[src/rtl/sipo_pkg.sv]
// Shared types and constants for the serial-in/parallel-out receiver.
package sipo_pkg;

  localparam int unsigned DEFAULT_WIDTH = 4;

  typedef enum logic [1:0] {
    IDLE  = 2'd0,
    SHIFT = 2'd1,
    WAIT  = 2'd2
  } state_t;

endpackage

[src/rtl/sipo_fifo2.sv]
// Two-entry first-in first-out word buffer; a push while full is dropped unless a pop
// happens on the same edge.
module sipo_fifo2
  import sipo_pkg::*;
#(
  parameter int unsigned WIDTH = DEFAULT_WIDTH
) (
  input  logic             clk,
  input  logic             reset,
  input  logic             push,
  input  logic             pop,
  input  logic [WIDTH-1:0] din,
  output logic [WIDTH-1:0] dout,
  output logic             full,
  output logic             empty
);

  logic [WIDTH-1:0] head_q, head_d;
  logic [WIDTH-1:0] tail_q, tail_d;
  logic [1:0]       count_q, count_d;

  always_comb begin
    head_d  = head_q;
    tail_d  = tail_q;
    count_d = count_q;
    case (count_q)
      2'd0: begin
        if (push) begin
          head_d  = din;
          count_d = 2'd1;
        end
      end
      2'd1: begin
        if (push && pop) begin
          head_d = din;
        end else if (push) begin
          tail_d  = din;
          count_d = 2'd2;
        end else if (pop) begin
          count_d = 2'd0;
        end
      end
      default: begin
        // Full: a push is only taken when the head leaves on the same edge.
        if (pop) begin
          head_d = tail_q;
          if (push) begin
            tail_d = din;
          end else begin
            count_d = 2'd1;
          end
        end
      end
    endcase
  end

  always_ff @(posedge clk or negedge reset) begin
    if (!reset) begin
      head_q  <= '0;
      tail_q  <= '0;
      count_q <= 2'd0;
    end else begin
      head_q  <= head_d;
      tail_q  <= tail_d;
      count_q <= count_d;
    end
  end

  assign dout  = head_q;
  assign full  = (count_q == 2'd2);
  assign empty = (count_q == 2'd0);

endmodule

[src/rtl/sipo_receiver.sv]
// Frames serial bits from an upstream PISO stage into WIDTH-bit words and queues them
// in a two-entry buffer, flagging short frames and dropped words.
module sipo_receiver
  import sipo_pkg::*;
#(
  parameter int unsigned WIDTH     = DEFAULT_WIDTH,
  parameter bit          LSB_FIRST = 1'b1
) (
  input  logic             clk,
  input  logic             reset,
  input  logic             enable,
  input  logic             select,
  input  logic             serial_in,
  output logic [WIDTH-1:0] data_out,
  output logic             out_valid,
  input  logic             out_ready,
  output logic             overflow,
  output logic             frame_err
);

  localparam int unsigned CW = $clog2(WIDTH);
  localparam logic [CW-1:0] LAST = CW'(WIDTH - 1);

  state_t           state_q, state_d;
  logic [CW-1:0]    cnt_q, cnt_d;
  logic [WIDTH-1:0] part_q, part_d;
  logic [WIDTH-1:0] shifted;
  logic             frame_err_q, frame_err_d;
  logic             overflow_q, overflow_d;
  logic             sample, push, pop, full, empty;

  assign sample = enable && select && (state_q == IDLE || state_q == SHIFT);
  assign push   = sample && (state_q == SHIFT) && (cnt_q == LAST);
  assign pop    = out_ready && !empty;

  // After WIDTH shifts the first bit lands in bit 0 (LSB_FIRST) or bit WIDTH-1.
  always_comb begin
    if (LSB_FIRST) shifted = {serial_in, part_q[WIDTH-1:1]};
    else           shifted = {part_q[WIDTH-2:0], serial_in};
  end

  always_comb begin
    state_d     = state_q;
    cnt_d       = cnt_q;
    part_d      = part_q;
    frame_err_d = 1'b0;
    overflow_d  = overflow_q || (push && full && !pop);
    case (state_q)
      IDLE: begin
        if (sample) begin
          part_d  = shifted;
          cnt_d   = CW'(1);
          state_d = SHIFT;
        end
      end
      SHIFT: begin
        if (sample) begin
          if (cnt_q == LAST) begin
            part_d  = '0;
            cnt_d   = '0;
            state_d = WAIT;
          end else begin
            part_d = shifted;
            cnt_d  = cnt_q + 1'b1;
          end
        end else if (enable && !select) begin
          part_d      = '0;
          cnt_d       = '0;
          frame_err_d = 1'b1;
          state_d     = IDLE;
        end
      end
      WAIT: begin
        if (enable && !select) state_d = IDLE;
      end
      default: state_d = IDLE;
    endcase
  end

  always_ff @(posedge clk or negedge reset) begin
    if (!reset) begin
      state_q     <= IDLE;
      cnt_q       <= '0;
      part_q      <= '0;
      frame_err_q <= 1'b0;
      overflow_q  <= 1'b0;
    end else begin
      state_q     <= state_d;
      cnt_q       <= cnt_d;
      part_q      <= part_d;
      frame_err_q <= frame_err_d;
      overflow_q  <= overflow_d;
    end
  end

  sipo_fifo2 #(
    .WIDTH(WIDTH)
  ) u_fifo (
    .clk  (clk),
    .reset(reset),
    .push (push),
    .pop  (pop),
    .din  (shifted),
    .dout (data_out),
    .full (full),
    .empty(empty)
  );

  assign out_valid = !empty;
  assign overflow  = overflow_q;
  assign frame_err = frame_err_q;

endmodule

[config.mk]
export PLATFORM = sky130hd
export DESIGN_NAME = sipo_receiver
export DESIGN_NICKNAME = d
export VERILOG_FILES = /design/src/rtl/sipo_pkg.sv /design/src/rtl/sipo_fifo2.sv /design/src/rtl/sipo_receiver.sv
export SDC_FILE = /design/constraint.sdc
export NUM_CORES = 1
export LEC_CHECK = 0
export BUFFER_PORTS_ARGS = -buffer_cell sky130_fd_sc_hd__buf_4
export CORE_MARGIN = 2
export CORE_UTILIZATION = 55
export CTS_CLUSTER_DIAMETER = 60
export CTS_CLUSTER_SIZE = 16
export DETAILED_ROUTE_END_ITERATION = 7
export PLACE_DENSITY = 0.76
export SYNTH_ARGS = -nofsm -noshare
export SYNTH_HDL_FRONTEND = slang
export SYNTH_HIERARCHICAL = 1
export SYNTH_SLANG_ARGS = --single-unit
[constraint.sdc]
create_clock -name clk -period 2.7 [get_ports clk]
set_input_delay 0.405 -clock clk [delete_from_list [all_inputs] [get_ports clk]]
set_output_delay 0.405 -clock clk [all_outputs]
set_load 0.1 [all_outputs]
==> impl_metrics.py, run 1 <==
metrics = {
    "status": {
        "status": "finished, final reports clean",
    },
    "place": {
        "place_ws_ns": 0.788,
        "place_congestion": 0.780,
        "dp.cells": 125,
        "hpwl_mm": 1.52,
        "portBuffers": 12,
        "place_area_um2": 1120,
    },
    "setup_path": {
        "r2r-end": "u_fifo/tail_q[0]",
        "regToRegSetupSlack_ns": 0.79,
        "r2r_start": "u_fifo/count_q[1]",
        "worst-endpoint-arrival_ns": 2.12,
        "cp_cell_sequence": "nor2_1 > nor2b_1 > nand2b_1 > o22ai_1 > a211oi_1",
        "start_kind": "register",
        "path_max_fanout": 11,
        "rr_worst_depth": 5,
        "critPathKind": "register to register",
        "crit_slowest_cell": "dfrtp_1",
        "crit_family": "simple AND/OR/NAND/NOR gates",
        "crit_path_max_incr_delay_ns": 0.58,
        "path_buf_inv": 0,
        "crit_path_end_kind": "register",
        "worst_ep_required_time_ns": 2.92,
    },
    "yosys": {
        "synth_top_family_by_area": "simple AND/OR/NAND/NOR gates",
        "synth_flop_cell": "dfrtp_1",
        "syn_area_um2": 1040,
        "syn-num-nets": 99,
        "synth_compound_area_share_pct": 16.9,
        "syn_inst": 92,
        "async_flop_share_pct": 100,
        "ys_warn_count": 6,
        "yosys.area_share.simple_pct": 17.0,
        "synth.mux.area_fraction_pct": 14.0,
        "ys_ff_latch": 19,
        "synth.top_cells.by_area": "dfrtp_1 (46%), mux2_4 (5.8%), mux2_2 (4.3%), mux2i_1 (3.9%), nor2_1 (3.3%)",
        "post_synth_num_cell_types": 33,
        "synth-seq-area-share_pct": 45.8,
        "yosys.area.top_type_share_pct": 45.8,
        "synth_commonest_cells": "dfrtp_1 (19), nor2_1 (9), inv_1 (5)",
        "synth.most_common_cell": "dfrtp_1",
        "synth-edff-count": 0,
        "yosys.area.top_type": "dfrtp_1",
        "synth.avg_cell_area_um2": 11.3,
        "yosys.area_share.adder_pct": 1.20,
        "synth-xor-area-share_pct": 0,
    },
    "global_route": {
        "overflow": 0,
        "grt_max_degree": 20,
        "grt_pass1_vias": 675,
        "grt_pass1_wl_mm": 3.36,
        "antenna_found_initial": 0,
        "grt_usage_pct": 22.3,
    },
    "floorplanning": {
        "die_x_um": 47.5,
        "dieArea_um2": 2250,
        "start_util_pct": 59.5,
        "rows": 15,
        "num_io_pins": 13,
        "core-area_um2": 1750,
        "die_h_um": 47.5,
    },
    "detailed_routing": {
        "num_vias": 753,
        "drtIter0Drc": 28,
        "remaining_drc_errors": 0,
        "via_per_inst": 5.79,
        "final_antenna_net_count": 0,
        "dr.pass1.iters": 4,
        "route.detailed.wl_per_inst_um": 16.3,
        "drt-total-wl_mm": 2.12,
    },
    "clocking": {
        "clockRootBuffer": "clkbuf_4",
        "post_cts_buffers": 0,
        "cts_tree": "built",
        "path_clk_slew_ns": 0.12,
        "cts_buffers": 3,
        "cts_max_level": 1,
        "clkLatencyLatePin_ns": 0.31,
        "clock_path_buffers": 2,
        "cts_sinks": 19,
    },
    "timing": {
        "rsz0062_at_grt": "false",
        "min_period_over_period_pct": 70.6,
        "slew_headroom_pct": 65.9,
        "worstMarginPinSlew_ns": 0.510,
        "skew_ns": 0.00322,
        "setup_slack_ns": 0.795,
        "finalSetupViolations": 0,
        "hold_slack_ns": 0.321,
        "finalHoldViolations": 0,
        "fmax_mhz": 525,
        "finalCriticalPeriod_ns": 1.91,
        "drv_slew": 0,
        "setup_tns_ns": 0,
    },
    "hold_path": {
        "whs_endpoint": "frame_err",
        "hold_path.class": "input port to register",
        "whs_path_depth": 2,
        "min_from": "select",
    },
    "cells_and_area": {
        "utilization_pct": 66.6,
        "layout.cells.non_filler": 130,
        "drive_gt1_share_pct": 33.3,
        "syn_to_final_growth_pct": 11.9,
        "nNetsFinal": 113,
        "diodes": 0,
        "design_area_um2": 1160,
    },
    "power": {
        "p_per_area_nw_per_um2": 995,
        "leakage_nw": 0.528,
        "ir_worst_vdd_mv": 0.872,
        "power_mw": 1.16,
    },
    "run": {
        "drv_cap": 0,
    },
}
## per-layer routing
layer  wire (um)  vias up  part of all wire, %  track usage (%)
met5           0        -                    0                0
met4          40        0                  1.9             10.0
met3          52        4                  2.5             4.53
met2         991       14                   47             32.4
met1        1040      376                   49             32.3
li1            -      359                    -                -
## worst register-to-register path: stages, from the launching register on
cell,delay [ns]
dfrtp_1,0.58
nor2_1,0.18
nor2b_1,0.45
nand2b_1,0.27
o22ai_1,0.10
a211oi_1,0.24
## area by class of cell
type	instances	area [um2]
Tap cell	25	31.3
Inverter	5	18.8
Multi-Input combinational cell	64	509
Clock buffer	3	22.5
Timing Repair Buffer	13	100
Clock inverter	1	5.00
Sequential cell	19	475
Fill cell	145	583
## state kept, by name, summed over array words and instances (netlist names)
| signal | count |
|---|---|
| u_fifo/tail_q | 4 |
| state_q | 2 |
| overflow | 1 |
| u_fifo/count_q | 2 |
| u_fifo/dout | 4 |
| part_q | 3 |
| cnt_q | 2 |
| frame_err | 1 |
## how the worst max path moves through the flow
stage,startpoint,end,slack (ns),cells past startpoint
2_1_floorplan,cnt_q[0],u_fifo/dout[0],1.08,5
3_3_place_gp,enable,u_fifo/count_q[0],0.83,6
3_5_place_dp,enable,u_fifo/tail_q[1],0.79,6
4_1_cts,u_fifo/count_q[1],u_fifo/tail_q[0],0.81,5
5_1_grt,u_fifo/count_q[1],u_fifo/tail_q[0],0.65,5
6_report,u_fifo/count_q[1],u_fifo/tail_q[0],0.79,5
## kinds of logic (layout without fill, tap and decap cells)
group,count (synthesis),after routing
and+or+nand+nor,29,29
AOI/OAI and AO/OA,22,22
DFF,19,19
muxes,12,12
buffers and inverters,9,22
adders and majority gates,1,1
## repair_timing
action                                 CTS  global route
hold buffers                             1             0
endpoints found under the hold margin   19             0
resized for setup                        0             0
## cell usage in the layout (no fill, tap or decap), types with 2 or more instances in the layout
cell       n
a21oi_1    3
inv_1      5
a32o_1     3
o22ai_1    4
or2b_2     3
dfrtp_1   19
buf_4     12
nand2b_1   4
mux2i_1    4
mux2_4     4
nor2_1     9
a211oi_1   4
mux2_2     4
clkbuf_4   3
nor2b_4    2
nand2_1    4
## where the power goes
part	leakage [nW]	internal, mW	switching [mW]
Sequential	0.254	0.344	0.0552
Clock	0.0177	0.0554	0.0967
Combinational	0.256	0.187	0.417
Total	0.528	0.587	0.569
(Power assumes the default switching activity.)
==> run 2: changes to the inputs <==
==> constraint.sdc (replaced) <==
create_clock -name clk -period 1.9 [get_ports clk]
set_input_delay 0.285 -clock clk [delete_from_list [all_inputs] [get_ports clk]]
set_output_delay 0.285 -clock clk [all_outputs]
set_load 0.1 [all_outputs]
==> run 2 against run 1 <==
  * Power rose by 40%
  * Cell area rose by 0.65%
  * Cell count rose by 0.77%
  * Sequential power rose by 39%
  * Largest cell class unchanged
==> impl_metrics.py, run 2 (synthesis gave the netlist of run 1 again) <==
metrics = {
    "place": {
        "place_congestion": 0.796,
        "portBuffers": 12,
        "hpwl_mm": 1.45,
    },
    "detailed_routing": {
        "via_per_inst": 5.82,
        "num_vias": 763,
        "dr.pass1.iters": 4,
        "drtIter0Drc": 27,
        "route.detailed.wl_per_inst_um": 15.4,
        "remaining_drc_errors": 0,
        "drt-total-wl_mm": 2.02,
        "final_antenna_net_count": 0,
    },
    "timing": {
        "drv_slew": 0,
        "min_period_over_period_pct": 92.6,
        "setup_tns_ns": 0,
        "fmax_mhz": 569,
        "rsz0062_at_grt": "false",
        "slew_headroom_pct": 64.4,
        "worstMarginPinSlew_ns": 0.532,
        "finalSetupViolations": 0,
        "finalHoldViolations": 0,
        "skew_ns": 0.00909,
        "finalCriticalPeriod_ns": 1.76,
    },
    "setup_path": {
        "critPathKind": "register to register",
        "worst_ep_required_time_ns": 2.07,
        "crit_slowest_cell": "dfrtp_1",
        "rr_worst_depth": 5,
        "cp_cell_sequence": "nor2b_4 > and4_2 > or2b_2 > mux2i_1 > a211oi_1",
        "path_buf_inv": 0,
        "worst-endpoint-arrival_ns": 1.93,
        "r2r-end": "u_fifo/tail_q[1]",
        "crit_path_end_kind": "register",
        "crit_path_max_incr_delay_ns": 0.44,
        "crit_family": "simple AND/OR/NAND/NOR gates",
        "r2r_start": "state_q[1]",
        "path_max_fanout": 13,
        "regToRegSetupSlack_ns": 0.14,
        "start_kind": "register",
    },
    "hold_path": {
        "min_from": "select",
        "whs_path_depth": 2,
        "hold_path.class": "input port to register",
        "whs_endpoint": "frame_err",
    },
    "power": {
        "p_per_area_nw_per_um2": 1390,
        "ir_worst_vdd_mv": 0.948,
        "power_mw": 1.62,
        "leakage_nw": 0.531,
    },
    "floorplanning": {
        "rows": 15,
        "die_h_um": 47.5,
        "num_io_pins": 13,
        "die_x_um": 47.5,
        "dieArea_um2": 2250,
        "start_util_pct": 59.5,
        "core-area_um2": 1750,
    },
    "cells_and_area": {
        "final_common_cell": "dfrtp_1",
        "nNetsFinal": 114,
        "num-fill-cells": 132,
        "diodes": 0,
        "drive_gt1_share_pct": 34.0,
        "layout_common_cells": "dfrtp_1 (19), buf_4 (13), nor2_1 (9), inv_1 (5)",
        "syn_to_final_growth_pct": 12.7,
        "utilization_pct": 67.0,
    },
    "status": {
        "status": "finished, final reports clean",
    },
    "global_route": {
        "grt_pass1_wl_mm": 3.26,
        "grt_usage_pct": 22.1,
        "grt_pass1_vias": 707,
        "antenna_found_initial": 0,
        "overflow": 0,
        "grt_max_degree": 20,
    },
    "clocking": {
        "path_clk_slew_ns": 0.11,
        "clock_path_buffers": 2,
        "cts_max_level": 1,
        "cts_sinks": 19,
        "cts_buffers": 3,
        "clkLatencyLatePin_ns": 0.30,
        "cts_tree": "built",
        "post_cts_buffers": 0,
        "clockRootBuffer": "clkbuf_4",
    },
    "run": {
        "drv_cap": 0,
    },
}
[run 2: cell count changes in the layout (fill, tap and decap cells not counted), sizes merged]
cell,before,now
buf,12,13
clkbuf,3,4
clkinv,1,0
[run 2: power breakdown]
part	leakage, nW	total [mW]	switching, mW	internal [mW]
combinational	0.261	0.860	0.591	0.269
sequential	0.254	0.558	0.0687	0.489
clock	0.0150	0.206	0.124	0.0816
total	0.531	1.62	0.784	0.840
[run 2: repair_timing]
action	in CTS	in global routing
gates resized for setup	0	1
hold buffers	1	0
endpoints found under the hold margin	19	0
setup endpoints to repair	0	4
[run 2: cell type report]
cell class	count	area (um2)	share of cell area [%]
inverters	5	18.8	1.60
multi-input cells	64	510	43.6
flip-flops and latches	19	475	40.6
clock buffers	4	26.3	2.25
well taps	25	31.3	2.67
repair buffers	14	108	9.20
[run 2: how the worst max path moves through the flow]
stage	cells past startpoint	to	startpoint
finish	5	u_fifo/tail_q[1]	state_q[1]
global route	5	u_fifo/tail_q[1]	state_q[1]
CTS	5	u_fifo/tail_q[1]	state_q[1]
detailed placement	5	u_fifo/tail_q[1]	state_q[1]
global placement	5	u_fifo/tail_q[3]	state_q[1]
floorplan	5	u_fifo/dout[0]	cnt_q[0]
[run 2: through the flow]
step	setup slack [ns]	area (um2)	hold slack, ns	std cells
finish	0.142	1170	0.215	131
global route	0.0556	1170	0.210	131
CTS	0.0764	1170	0.213	131
detailed placement	0.0840	1130	0.175	126
global placement	0.195	1130	0.170	126
floorplan	0.276	1040	-0.0106	92
[run 2: per-layer routing]
layer  vias up  part of all wire [%]  wire (um)  global-route usage (%)
met5         -                     0          0                       0
met1       376                    45        903                    29.1
li1        363                     -          -                       -
met3         2                   4.8         97                    4.53
met4         0                  0.69         14                    10.6
met2        22                    50       1000                    34.9
